$ cat src/rtl/text_pkg.sv
// Shared constants, character-cell layout and colour helpers for the text-mode
// glyph fetch path (80x30 cells of 8x16 pixels).
package text_pkg;

    localparam int COLS        = 80;
    localparam int ROWS        = 30;
    localparam int GLYPH_W     = 8;
    localparam int GLYPH_H     = 16;
    localparam int VRAM_WORDS  = 1200;
    localparam int VRAM_AW     = $clog2(VRAM_WORDS);
    localparam int PAL_ENTRIES = 16;
    localparam int COLOR_W     = 12;
    localparam int PAL_W       = PAL_ENTRIES * COLOR_W;

    // One 16-bit character cell as stored in VRAM (two per 32-bit word).
    typedef struct packed {
        logic       inv;
        logic [6:0] code;
        logic [3:0] fg;
        logic [3:0] bkg;
    } char_attr_t;

    function automatic logic [31:0] pack_cmd(input logic [COLOR_W-1:0] fg,
                                             input logic [COLOR_W-1:0] bkg);
        return {7'd0, fg, bkg, 1'b0};
    endfunction

    // Entry n lives at [12n+11:12n]; 12n is formed as 8n+4n to keep the select index narrow.
    function automatic logic [COLOR_W-1:0] pal_color(input logic [PAL_W-1:0] pal,
                                                     input logic [3:0]       n);
        logic [7:0] base;
        base = 8'({n, 3'b000}) + 8'({n, 2'b00});
        return pal[base +: COLOR_W];
    endfunction

endpackage

$ cat src/rtl/sig_delay.sv
// Fixed-depth shift register with asynchronous clear; keeps side-band signals
// aligned with the glyph fetch pipeline.
module sig_delay #(
    parameter int WIDTH = 1,
    parameter int DEPTH = 1
) (
    input  logic             pixel_clk,
    input  logic             reset,
    input  logic [WIDTH-1:0] d,
    output logic [WIDTH-1:0] q
);

    logic [WIDTH-1:0] taps [DEPTH];

    always_ff @(posedge pixel_clk or posedge reset) begin
        if (reset) begin
            // NOTE: every tap is cleared, not just the output, so an aborted frame leaves no samples to drain out after release.
            for (int i = 0; i < DEPTH; i++) taps[i] <= '0;
        end else begin
            // NOTE: non-blocking assignments let each tap take its neighbour's old value in one edge; blocking would collapse the chain.
            taps[0] <= d;
            for (int i = 1; i < DEPTH; i++) taps[i] <= taps[i-1];
        end
    end

    assign q = taps[DEPTH-1];

endmodule

$ cat src/rtl/text_glyph_fetch.sv
// Pixel-rate fetch: raster position -> VRAM cell -> font ROM row + palette colours,
// with DrawX/vde/sync delayed to stay aligned with the fetched data.
module text_glyph_fetch
    import text_pkg::*;
#(
    parameter int VRAM_LAT = 1,
    parameter int FONT_LAT = 1
) (
    input  logic         pixel_clk,
    input  logic         reset,
    input  logic [9:0]   DrawX,
    input  logic [9:0]   DrawY,
    input  logic         vde_i,
    input  logic         hsync_i,
    input  logic         vsync_i,
    output logic [10:0]  vram_addr_o,
    input  logic [31:0]  vram_rdata_i,
    output logic [10:0]  font_addr_o,
    input  logic [7:0]   font_data_i,
    input  logic [191:0] palette_i,
    output logic [9:0]   DrawX_o,
    output logic         vde_o,
    output logic         hsync_o,
    output logic         vsync_o,
    output logic [7:0]   font_line_o,
    output logic         inv_bit_o,
    output logic [31:0]  cmd_o
);

    localparam int LATENCY = 3 + VRAM_LAT + FONT_LAT;

    logic [6:0]  col;
    logic [4:0]  row;
    logic [11:0] idx;
    logic        in_range;

    always_comb begin
        col      = 7'(DrawX >> $clog2(GLYPH_W));
        row      = 5'(DrawY >> $clog2(GLYPH_H));
        idx      = (12'(row) << 6) + (12'(row) << 4) + 12'(col);
        in_range = vde_i && (int'(col) < COLS) && (int'(row) < ROWS);
    end

    // Stage 1: VRAM address. Held while out of range so it never leaves 0..1199.
    logic       s1_sel;
    logic [3:0] s1_row;
    logic       s1_rng;

    always_ff @(posedge pixel_clk or posedge reset) begin
        if (reset) begin
            vram_addr_o <= '0;
            s1_sel      <= 1'b0;
            s1_row      <= '0;
            s1_rng      <= 1'b0;
        end else begin
            if (in_range) vram_addr_o <= idx[VRAM_AW:1];
            s1_sel <= idx[0];
            s1_row <= DrawY[3:0];
            s1_rng <= in_range;
        end
    end

    logic       s2_sel;
    logic [3:0] s2_row;
    logic       s2_rng;

    sig_delay #(.WIDTH(6), .DEPTH(VRAM_LAT)) u_vram_wait (
        .pixel_clk (pixel_clk),
        .reset     (reset),
        .d         ({s1_sel, s1_row, s1_rng}),
        .q         ({s2_sel, s2_row, s2_rng})
    );

    char_attr_t s2_char;

    always_comb begin
        // NOTE: default first, then override, so no path leaves s2_char unassigned and no latch is inferred.
        s2_char = vram_rdata_i[15:0];
        if (s2_sel) s2_char = vram_rdata_i[31:16];
    end

    // Stage 3: font address plus attributes; palette_i is sampled on this edge.
    logic               s3_inv;
    logic [COLOR_W-1:0] s3_fg;
    logic [COLOR_W-1:0] s3_bkg;
    logic               s3_rng;

    always_ff @(posedge pixel_clk or posedge reset) begin
        if (reset) begin
            font_addr_o <= '0;
            s3_inv      <= 1'b0;
            s3_fg       <= '0;
            s3_bkg      <= '0;
            s3_rng      <= 1'b0;
        end else begin
            if (s2_rng) font_addr_o <= {s2_char.code, s2_row};
            s3_inv <= s2_rng & s2_char.inv;
            s3_fg  <= s2_rng ? pal_color(palette_i, s2_char.fg)  : '0;
            s3_bkg <= s2_rng ? pal_color(palette_i, s2_char.bkg) : '0;
            s3_rng <= s2_rng;
        end
    end

    logic               s4_inv;
    logic [COLOR_W-1:0] s4_fg;
    logic [COLOR_W-1:0] s4_bkg;
    logic               s4_rng;

    sig_delay #(.WIDTH(2 * COLOR_W + 2), .DEPTH(FONT_LAT)) u_font_wait (
        .pixel_clk (pixel_clk),
        .reset     (reset),
        .d         ({s3_inv, s3_fg, s3_bkg, s3_rng}),
        .q         ({s4_inv, s4_fg, s4_bkg, s4_rng})
    );

    always_ff @(posedge pixel_clk or posedge reset) begin
        if (reset) begin
            font_line_o <= '0;
            inv_bit_o   <= 1'b0;
            cmd_o       <= '0;
        end else begin
            font_line_o <= s4_rng ? font_data_i : '0;
            inv_bit_o   <= s4_inv;
            cmd_o       <= pack_cmd(s4_fg, s4_bkg);
        end
    end

    // Side-band path matches the data path depth exactly, whatever the latencies.
    sig_delay #(.WIDTH(13), .DEPTH(LATENCY)) u_sync_delay (
        .pixel_clk (pixel_clk),
        .reset     (reset),
        .d         ({DrawX, vde_i, hsync_i, vsync_i}),
        .q         ({DrawX_o, vde_o, hsync_o, vsync_o})
    );

endmodule

$ cat config.mk
export PLATFORM = sky130hd
export DESIGN_NAME = text_glyph_fetch
export DESIGN_NICKNAME = d
export VERILOG_FILES = /design/src/rtl/text_pkg.sv /design/src/rtl/sig_delay.sv /design/src/rtl/text_glyph_fetch.sv
export SDC_FILE = /design/constraint.sdc
export NUM_CORES = 1
export LEC_CHECK = 0
export CELL_PAD_IN_SITES_DETAIL_PLACEMENT = 1
export CELL_PAD_IN_SITES_GLOBAL_PLACEMENT = 1
export CORE_UTILIZATION = 34
export CTS_CLUSTER_DIAMETER = 50
export DETAILED_ROUTE_END_ITERATION = 8
export HOLD_SLACK_MARGIN = 0.02
export PLACE_DENSITY = 0.78
export SYNTH_ARGS = -nofsm -noshare
export SYNTH_HDL_FRONTEND = slang
export SYNTH_HIERARCHICAL = 1
export SYNTH_SLANG_ARGS = --single-unit
$ cat constraint.sdc
create_clock -name pixel_clk -period 3.7 [get_ports pixel_clk]
set_input_delay 0.74 -clock pixel_clk [delete_from_list [all_inputs] [get_ports pixel_clk]]
set_output_delay 0.74 -clock pixel_clk [all_outputs]
set_load 0.1 [all_outputs]
Word level (Yosys, flattened, before mapping)
Index checks and enable logic that the tools add are counted.
{"block": "classes", "n_shift": 2, "n_mux": 4, "n_addsub": 4, "reduce_logical": 2, "magnitude_cmp": 2, "bitwise": 1}
{"cell": "indexed part select 192 x 9 -> 12 bit", "count": 2}
{"cell": "two-way mux 12 bit", "count": 2}
{"cell": "adder 7 x 6 -> 8 bit", "count": 2}
{"cell": "two-way mux 16 bit", "count": 1}
{"cell": "adder 11 x 9 -> 12 bit", "count": 1}
{"cell": "adder 12 x 7 -> 12 bit", "count": 1}
{"cell": "two-way mux 8 bit", "count": 1}
{"cell": "less-than comparator 7 bit, second input constant", "count": 1}
{"cell": "less-than comparator 5 bit, second input constant", "count": 1}
{"cell": "logical AND 1 bit", "count": 2}
{"cell": "AND 1 bit", "count": 1}
{"block": "word_totals", "ff_bits": 184, "out_inout_bits": 76, "in_bits": 257, "word_cells": 34}

Logic depth before layout (Yosys ltp)
Gate-level depths: netlist (run 1).
{"block": "logic_depth", "word_depth": 4, "depth_mapped": 19, "mapped_depth_nobuf": 11}

Modules after synthesis
The synthesis (run 1) kept the hierarchy.
{"module": "text_glyph_fetch", "area_per_inst_um2": 12187.9, "seq_area_each_um2": 2177.1, "n_inst": 1, "cells_each": 1114}
{"module": "sig_delay (u_sync_delay)", "area_per_inst_um2": 1727.9, "seq_area_each_um2": 1626.6, "n_inst": 1, "cells_each": 79}
{"module": "sig_delay (u_font_wait)", "area_per_inst_um2": 654.4, "seq_area_each_um2": 650.6, "n_inst": 1, "cells_each": 27}
{"module": "sig_delay (u_vram_wait)", "area_per_inst_um2": 153.9, "seq_area_each_um2": 150.1, "n_inst": 1, "cells_each": 7}

Worst setup path before layout (run 1)
Ideal clock, no wire load.
{"block": "synth_timing", "path_type": "in2reg", "start": "input port vram_rdata_i[0]", "end": "register s3_bkg[5]", "setup_ps": 135, "path_slack_ps": -494, "required_ps": 3565, "arrival_ps": 4059, "n_path_buf": 5, "cell_stages": 14, "cell_sequence": "mux2i_4 inv_4 buf_4 buf_2 buf_2 ha_1 inv_1 fa_1 inv_2 buf_1 clkbuf_1 mux4_2 a2111oi_0 nor4_1"}
{"block": "synth_via", "elab_chain_cells": 4}
{"element": "start, declared", "line": "text_glyph_fetch.sv:17", "source": "input logic [31:0] vram_rdata_i,"}
{"element": "two-way mux 16 bit", "line": "text_glyph_fetch.sv:79", "source": "if (s2_sel) s2_char = vram_rdata_i[31:16];"}
{"element": "adder 7 x 6 -> 8 bit", "line": "text_pkg.sv:32", "source": "base = 8'({n, 3'b000}) + 8'({n, 2'b00});"}
{"element": "indexed part select 192 x 9 -> 12 bit", "line": "text_pkg.sv:33", "source": "return pal[base +: COLOR_W];"}
{"element": "two-way mux 12 bit", "line": "text_glyph_fetch.sv:99", "source": "s3_bkg <= s2_rng ? pal_color(palette_i, s2_char.bkg) : '0;"}
{"element": "end signal, assigned", "line": "text_glyph_fetch.sv:99"}
{"element": "end, declared", "line": "text_glyph_fetch.sv:85", "source": "logic [COLOR_W-1:0] s3_bkg;"}
Every way passes these cells.
A chain may end at the register's enable or synchronous reset.

Worst setup path in the final report (run 1)
{"block": "layout_timing", "start": "input port vram_rdata_i[21]", "end": "register s3_fg[6]"}
{"block": "layout_via", "elab_chain_cells": 4}
{"element": "two-way mux 16 bit", "line": "text_glyph_fetch.sv:79"}
{"element": "adder 7 x 6 -> 8 bit", "line": "text_pkg.sv:32"}
{"element": "indexed part select 192 x 9 -> 12 bit", "line": "text_pkg.sv:33"}
{"element": "two-way mux 12 bit", "line": "text_glyph_fetch.sv:98", "source": "s3_fg <= s2_rng ? pal_color(palette_i, s2_char.fg) : '0;"}
{"element": "end signal, assigned", "line": "text_glyph_fetch.sv:98"}
{"element": "end, declared", "line": "text_glyph_fetch.sv:84", "source": "logic [COLOR_W-1:0] s3_fg;"}
Every way passes these cells.

==> key figures, run 1 <==
Clock tree
  – Clk Latency, worst-skew pair: 460 ps
  – CTS buffer count: 17
  – Max clock buf depth: 2
  – CTS tree: built
  – CTS sink cnt: 184
  – CTS Hold Bufs: 0
  – CTS H-tree depth: 4
  – Reg clk slew, reported paths: 70 ps
  – CTS root buffer: clkbuf_16

Worst setup path
  – Worst EP required: 4030 ps
  – Largest fanout on the critical path: 6
  – Critical Path Source Type: input port
  – Crit end category: flip-flop
  – WS Path Type: in -> reg
  – CP arrival: 3940 ps

Power and ir drop
  – Clock share of power: 20.1%
  – Seq pwr share: 24.8%
  – Sw Share: 42.22%
  – Peak VDD IR: 327.8 uV
  – Gate power share: 55.0%
  – PD cells: 468.1 nW/um2
  – Internal power: 5.423 mW
  – LEAKAGE: 8.315 nW
  – NetSw: 3.962 mW

Cells and area
  – Share of cells above drive strength 1: 26.79%
  – Area grow syn2layout: 36.17%
  – Non-filler instance count after layout: 2199
  – FILL cells: 4438
  – Commonest non-fill, non-tap cells in the layout: clkdlybuf4s50_1, mux2i_1, dfrtp_1
  – Most common cell after layout, fill and taps aside: clkdlybuf4s50_1
  – Fin nets: 1881

Floorplan
  – Die span in x: 210.1 um
  – Die Y: 210.1 um
  – Starting density of the core: 34.79%
  – Die area: 44140 um2
  – Core area: 42320 um2
  – Cell Rows: 75
  – Io pins: 333

Synthesis
  – Top FF cell, synth: dfrtp_1
  – Post-synth EDFFs: 0
  – Syn avg cell area: 12.00 um2
  – Mapped Area: 14720 um2
  – Post-synth cell types: 66
  – Post-synth ARST share: 100.0%
  – Top-area cell type share of the netlist area: 31.27%
  – Main area contributors after synthesis: dfrtp_1, mux4_2, mux2i_1
  – Synth area leader: dfrtp_1
  – Yosys warnings: 6
  – Register area share after synthesis: 31.27%
  – Synth Instances: 1227
  – FF+latch count, synth: 184

STA
  – Final hold viol count: 0
  – Slew @ Worst Pin: 1038 ps
  – Period utilisation layout: 97.51%
  – Max Fclk: 0.2772 GHz
  – Fin crit period: 3608 ps
  – Rel. slew slack: 30.55%
  – Clk_skew: 13.03 ps
  – Final setup vio count: 0
  – Setup TNS: 0 ps
  – Slew Limit Fails: 0

Route
  – Drt total wl: 59280 um
  – Total number of vias: 13239
  – DR vias/cell: 6.020
  – Average wire per cell in the routed design: 26.96 um
  – DRC: 0
  – DR pass1 iterations: 5
  – Initial drt markers: 1131
  – Final ANT Viol Nets: 0

Place
  – GPL Wtd Cong: 0.9402
  – Dpl cells: 2153
  – Port bufs: 323
  – Final HPWL DP: 44720 um

Global route
  – Vias in the first global route: 14097
  – First-pass GRT wire length: 89570 um
  – Gr ovfl total: 0
  – Largest net degree at the start of global routing: 58
  – Antenna violations before repair: 7
  – GRT Total Usage: 27.22%

Run status
  – Status: completed

Job
  – Max_cap viols: 0

Hold path
  – Hold Path Class: reg -> reg
-- cell families (layout without fill, tap and decap cells) --
group           Yosys count  count (layout)  share of synthesized area (%)
compound gates          160             160                          7.690
xor+xnor                 12              12                         0.8413
fa+ha+maj                21              21                          1.988
buf+inv                 157             539                          5.906
flops                   184             184                          31.27
mux                     406             406                          43.20
other cells               1              14                        0.02547
simple gates            286             286                          9.075
-- power groups by stage --
stage | clock (mW) | sequential, mW | combinational [mW]
2_1_floorplan | 0 | 3.01 | 2.63
3_3_place_gp | 0 | 2.37 | 4.94
3_5_place_dp | 0 | 2.38 | 5.03
4_1_cts | 1.94 | 2.34 | 5.08
5_1_grt | 2.01 | 2.35 | 5.40
6_report | 1.89 | 2.33 | 5.16
-- worst paths after layout --
kind,from,endpoint,slack (ps),depth (start not counted)
min in group asynchronous,reset,u_vram_wait/q[0],720,2
worst max-delay path,vram_rdata_i[21],s3_fg[6],90,15
max in group asynchronous,reset,u_sync_delay/q[2],1930,3
worst max register to register,u_vram_wait/q[5],s3_fg[6],120,15
worst min-delay path,u_sync_delay/taps[56],u_sync_delay/taps[43],350,0
worst min register to register,u_sync_delay/taps[56],u_sync_delay/taps[43],350,0
-- synthesized netlist by cell type (26+ instances only) --
| library cell | number |
|---|---|
| a21oi_1 | 37 |
| inv_1 | 26 |
| clkbuf_1 | 48 |
| mux4_2 | 177 |
| nor2_1 | 36 |
| nand2_1 | 128 |
| nand3_1 | 32 |
| mux2i_1 | 184 |
| buf_4 | 34 |
| dfrtp_1 | 184 |
| mux2_2 | 42 |
-- registers in the layout, indices dropped and copies added, names as in the netlist --
name	flops
s3_inv	1
s3_bkg	12
u_font_wait/q	26
s3_fg	12
inv_bit_o	1
s1_row	4
u_vram_wait/q	6
u_sync_delay/taps	52
font_addr_o	11
cmd_o	24
s3_rng	1
s1_rng	1
vram_addr_o	11
s1_sel	1
u_sync_delay/q	13
font_line_o	8
-- timing repair --
item | CTS | global route
setup buffers | 2 | 6
endpoints found under the setup margin | 21 | 8
gates resized for setup | 3 | 10
pin swaps | 1 | 3
hold endpoints to repair | 0 | 0
-- metal layers --
metal  vias to the layer above  global-route usage, %  routed length (um)
met4                         8                  12.18                2530
met2                       749                  46.40               29490
li1                       5526                      -                   -
met5                         -                      0                  59
met3                       153                  4.619                4713
met1                      6803                  33.82               22490
-- cell type report --
type | instances | area, um2 | share of cell area [%]
multi-input combinational | 893 | 9387 | 46.82
timing repair buffer | 478 | 4611 | 23.00
sequential | 184 | 4606 | 22.97
tap | 577 | 721.9 | 3.601
clock buffer | 19 | 432.9 | 2.159
clock inverter | 13 | 160.2 | 0.7988
inverter | 29 | 116.4 | 0.5804
antenna | 6 | 15.01 | 0.07489
-- metrics by stage --
step / utilization, % / cell area, um2 / hold WS [ps] / total power [mW] / setup slack [ps]
finish: 47.37 / 20050 / 348.5 / 9.385 / 92.08
global route: 47.37 / 20050 / 350.6 / 9.762 / -2.029
CTS: 47.12 / 19940 / 352.6 / 9.362 / 8.238
detailed placement: 45.64 / 19320 / 335.6 / 7.411 / -530.3
global placement: 45.64 / 19320 / 332.1 / 7.305 / -406.0
floorplan: - / 14910 / 331.2 / 5.644 / -53.22
-- worst max-delay path: stages --
cell	delay, ps
clkdlybuf4s50_1	470
mux2i_2	120
inv_2	110
ha_4	140
inv_2	30
fa_4	460
xor2_4	250
buf_12	170
buf_4	160
buf_4	130
mux4_2	490
mux2i_1	280
nor3_1	100
a2bb2oi_1	170
a31oi_1	110
(Power assumes the default switching activity.)
==> run 2, diff against run 1 <==
- SYNTH_HIERARCHICAL: 1 -> default
==> key figures, run 2 <==
Cells and area
  – Multi-input gate area: 9250 um2
  – Most common cell after layout, fill and taps aside: clkdlybuf4s50_1
  – Share of cells above drive strength 1: 27.14%
  – Sequential cell area: 4554 um2
  – Fin nets: 1935
  – Non-filler instance count after layout: 2212
  – FILL cells: 4433
  – Top reg by flops: u_sync_delay.taps
  – Area grow syn2layout: 40.68%
  – Final core occ: 48.45%
  – Commonest non-fill, non-tap cells in the layout: clkdlybuf4s50_1, dfrtp_1, mux4_2
  – Max FFs per register: 52

STA
  – Slew @ Worst Pin: 1030 ps
  – Hold_ws: 344.9 ps
  – Max Fclk: 0.2791 GHz
  – Final setup vio count: 0
  – Period utilisation layout: 96.85%
  – Rel. slew slack: 31.15%
  – Slew Limit Fails: 0
  – Fin crit period: 3584 ps
  – Clk_skew: 9.549 ps
  – RSZ-0062 raised after global routing: false
  – Final hold viol count: 0

Floorplan
  – Die span in x: 207.9 um
  – Cell Rows: 75
  – Core area: 41850 um2
  – Starting density of the core: 34.44%
  – Die area: 43220 um2
  – Io pins: 333
  – Die Y: 207.9 um

Synthesis
  – Mapped Area: 14420 um2
  – Register area share after synthesis: 31.59%
  – FF+latch count, synth: 182
  – Yosys warnings: 0
  – Synth area leader: dfrtp_1
  – Top cells by count, synth: dfrtp_1, mux4_2, mux2i_1
  – Post-synth ARST share: 100.0%
  – Post-synth EDFFs: 0
  – Top-area cell type share of the netlist area: 31.59%
  – Main area contributors after synthesis: dfrtp_1, mux4_2, mux2i_1
  – Top FF cell, synth: dfrtp_1
  – Count leader, synth: dfrtp_1
  – Synth Instances: 1234
  – Syn avg cell area: 11.68 um2
  – Post-synth cell types: 73

Clock tree
  – CTS sink cnt: 182
  – Max clock buf depth: 2
  – CTS buffer count: 17
  – Clk Latency, worst-skew pair: 450 ps
  – CTS root buffer: clkbuf_16
  – Reg clk slew, reported paths: 80 ps
  – CTS H-tree depth: 4
  – CTS tree: built

Route
  – DR pass1 iterations: 5
  – DRC: 0
  – Drt total wl: 66750 um
  – Total number of vias: 13921
  – Final ANT Viol Nets: 0
  – DR vias/cell: 6.293
  – Initial drt markers: 1528
  – Average wire per cell in the routed design: 30.18 um

Global route
  – GRT Total Usage: 31.20%
  – Largest net degree at the start of global routing: 69
  – First-pass GRT wire length: 99220 um
  – Vias in the first global route: 14606
  – Antenna violations before repair: 12
  – Gr ovfl total: 0

Power and ir drop
  – Peak VDD IR: 271.3 uV
  – LEAKAGE: 8.469 nW
  – PD cells: 478.8 nW/um2

Place
  – Port bufs: 323
  – Dpl cells: 2177
  – Final HPWL DP: 52520 um
  – GPL Wtd Cong: 0.9826

Worst setup path
  – WS Path Type: in -> reg
  – Critical Path Source Type: input port
  – Worst EP required: 4060 ps
  – CP arrival: 3950 ps
  – Largest fanout on the critical path: 14
  – Crit end category: flip-flop

Hold path
  – Hold Path Class: reg -> reg

Job
  – Max_cap viols: 0

Run status
  – Status: completed
-- run 2: cell count changes in the layout (fill, tap and decap cells not counted), moves of 17 or more --
cell and delta:
buf_4 +38, nand2_1 +30, mux2i_1 -24, nand3_1 +17, mux2_2 -35
-- run 2: cells by family (layout without fill, tap and decap cells) --
logic type / after synthesis / count (layout) / share of synthesized area [%]
fa+ha+maj: 21 / 21 / 2.031
flops: 182 / 182 / 31.59
buf+inv: 153 / 581 / 5.364
compound gates: 177 / 177 / 8.827
mux: 352 / 352 / 40.53
xor+xnor: 10 / 10 / 0.6597
simple gates: 338 / 338 / 10.97
other cells: 1 / 12 / 0.02601
-- run 2: final cells by class --
cell class	count	area share [%]
Sequential cell	182	22.46
Clock inverter	14	1.049
Multi-Input combinational cell	906	45.61
Inverter	26	0.5244
Timing Repair Buffer	524	24.88
Clock buffer	17	2.098
Tap cell	539	3.326
Antenna cell	4	0.04936
-- run 2: repair_timing --
action	4_1_cts	5_1_grt
hold buffers	0	0
gates resized for setup	0	5
hold endpoints to repair	0	0
setup endpoints to repair	0	7
setup buffers	0	0
-- run 2: per-stage QoR --
step / TNS (ps) / setup slack (ps) / total power, mW / area, um2
floorplan: -477.8 / -139.8 / 5.540 / 14700
global placement: -3836 / -346.8 / 7.513 / 19610
detailed placement: -5575 / -431.7 / 7.627 / 19610
CTS: 0 / 23.26 / 9.678 / 20240
global route: 0 / 14.15 / 10.04 / 20280
finish: 0 / 116.4 / 9.709 / 20280
-- run 2: power breakdown --
group          switching, mW  internal, mW
logic                   3.10          2.31
clock network          0.910          1.09
registers             0.0940          2.21
-- run 2: worst max-delay path, stage by stage --
cell and delay [ps]:
clkdlybuf4s50_1 520, mux2i_4 130, inv_4 90, ha_4 130, inv_2 30, fa_2 410
xor2_4 190, buf_12 170, buf_12 140, mux2i_1 170, mux4_2 490, o21ai_0 420
nand4_1 210, o31ai_1 110
-- run 2: path summary, 6_finish.rpt --
check | to | startpoint | cells past startpoint | slack, ps
worst min register to register | u_font_wait.q[23] | s3_fg[10] | 0 | 340
worst max register to register | s3_bkg[3] | u_sync_delay.taps[45] | 14 | 170
worst max-delay path | s3_bkg[3] | vram_rdata_i[16] | 14 | 120
max in group asynchronous | s3_bkg[4] | reset | 3 | 2110
min in group asynchronous | u_sync_delay.q[4] | reset | 2 | 790
worst min-delay path | u_font_wait.q[23] | s3_fg[10] | 0 | 340
-- run 2: per-layer routing --
layer / track usage, % / vias up / routed length, um / part of all wire (%)
met5: 0 / - / 115 / 0.17
met4: 13.61 / 16 / 3185 / 4.8
met3: 6.853 / 192 / 6855 / 10
met2: 50.86 / 991 / 31460 / 47
met1: 39.92 / 7078 / 25130 / 38
li1: - / 5644 / - / -
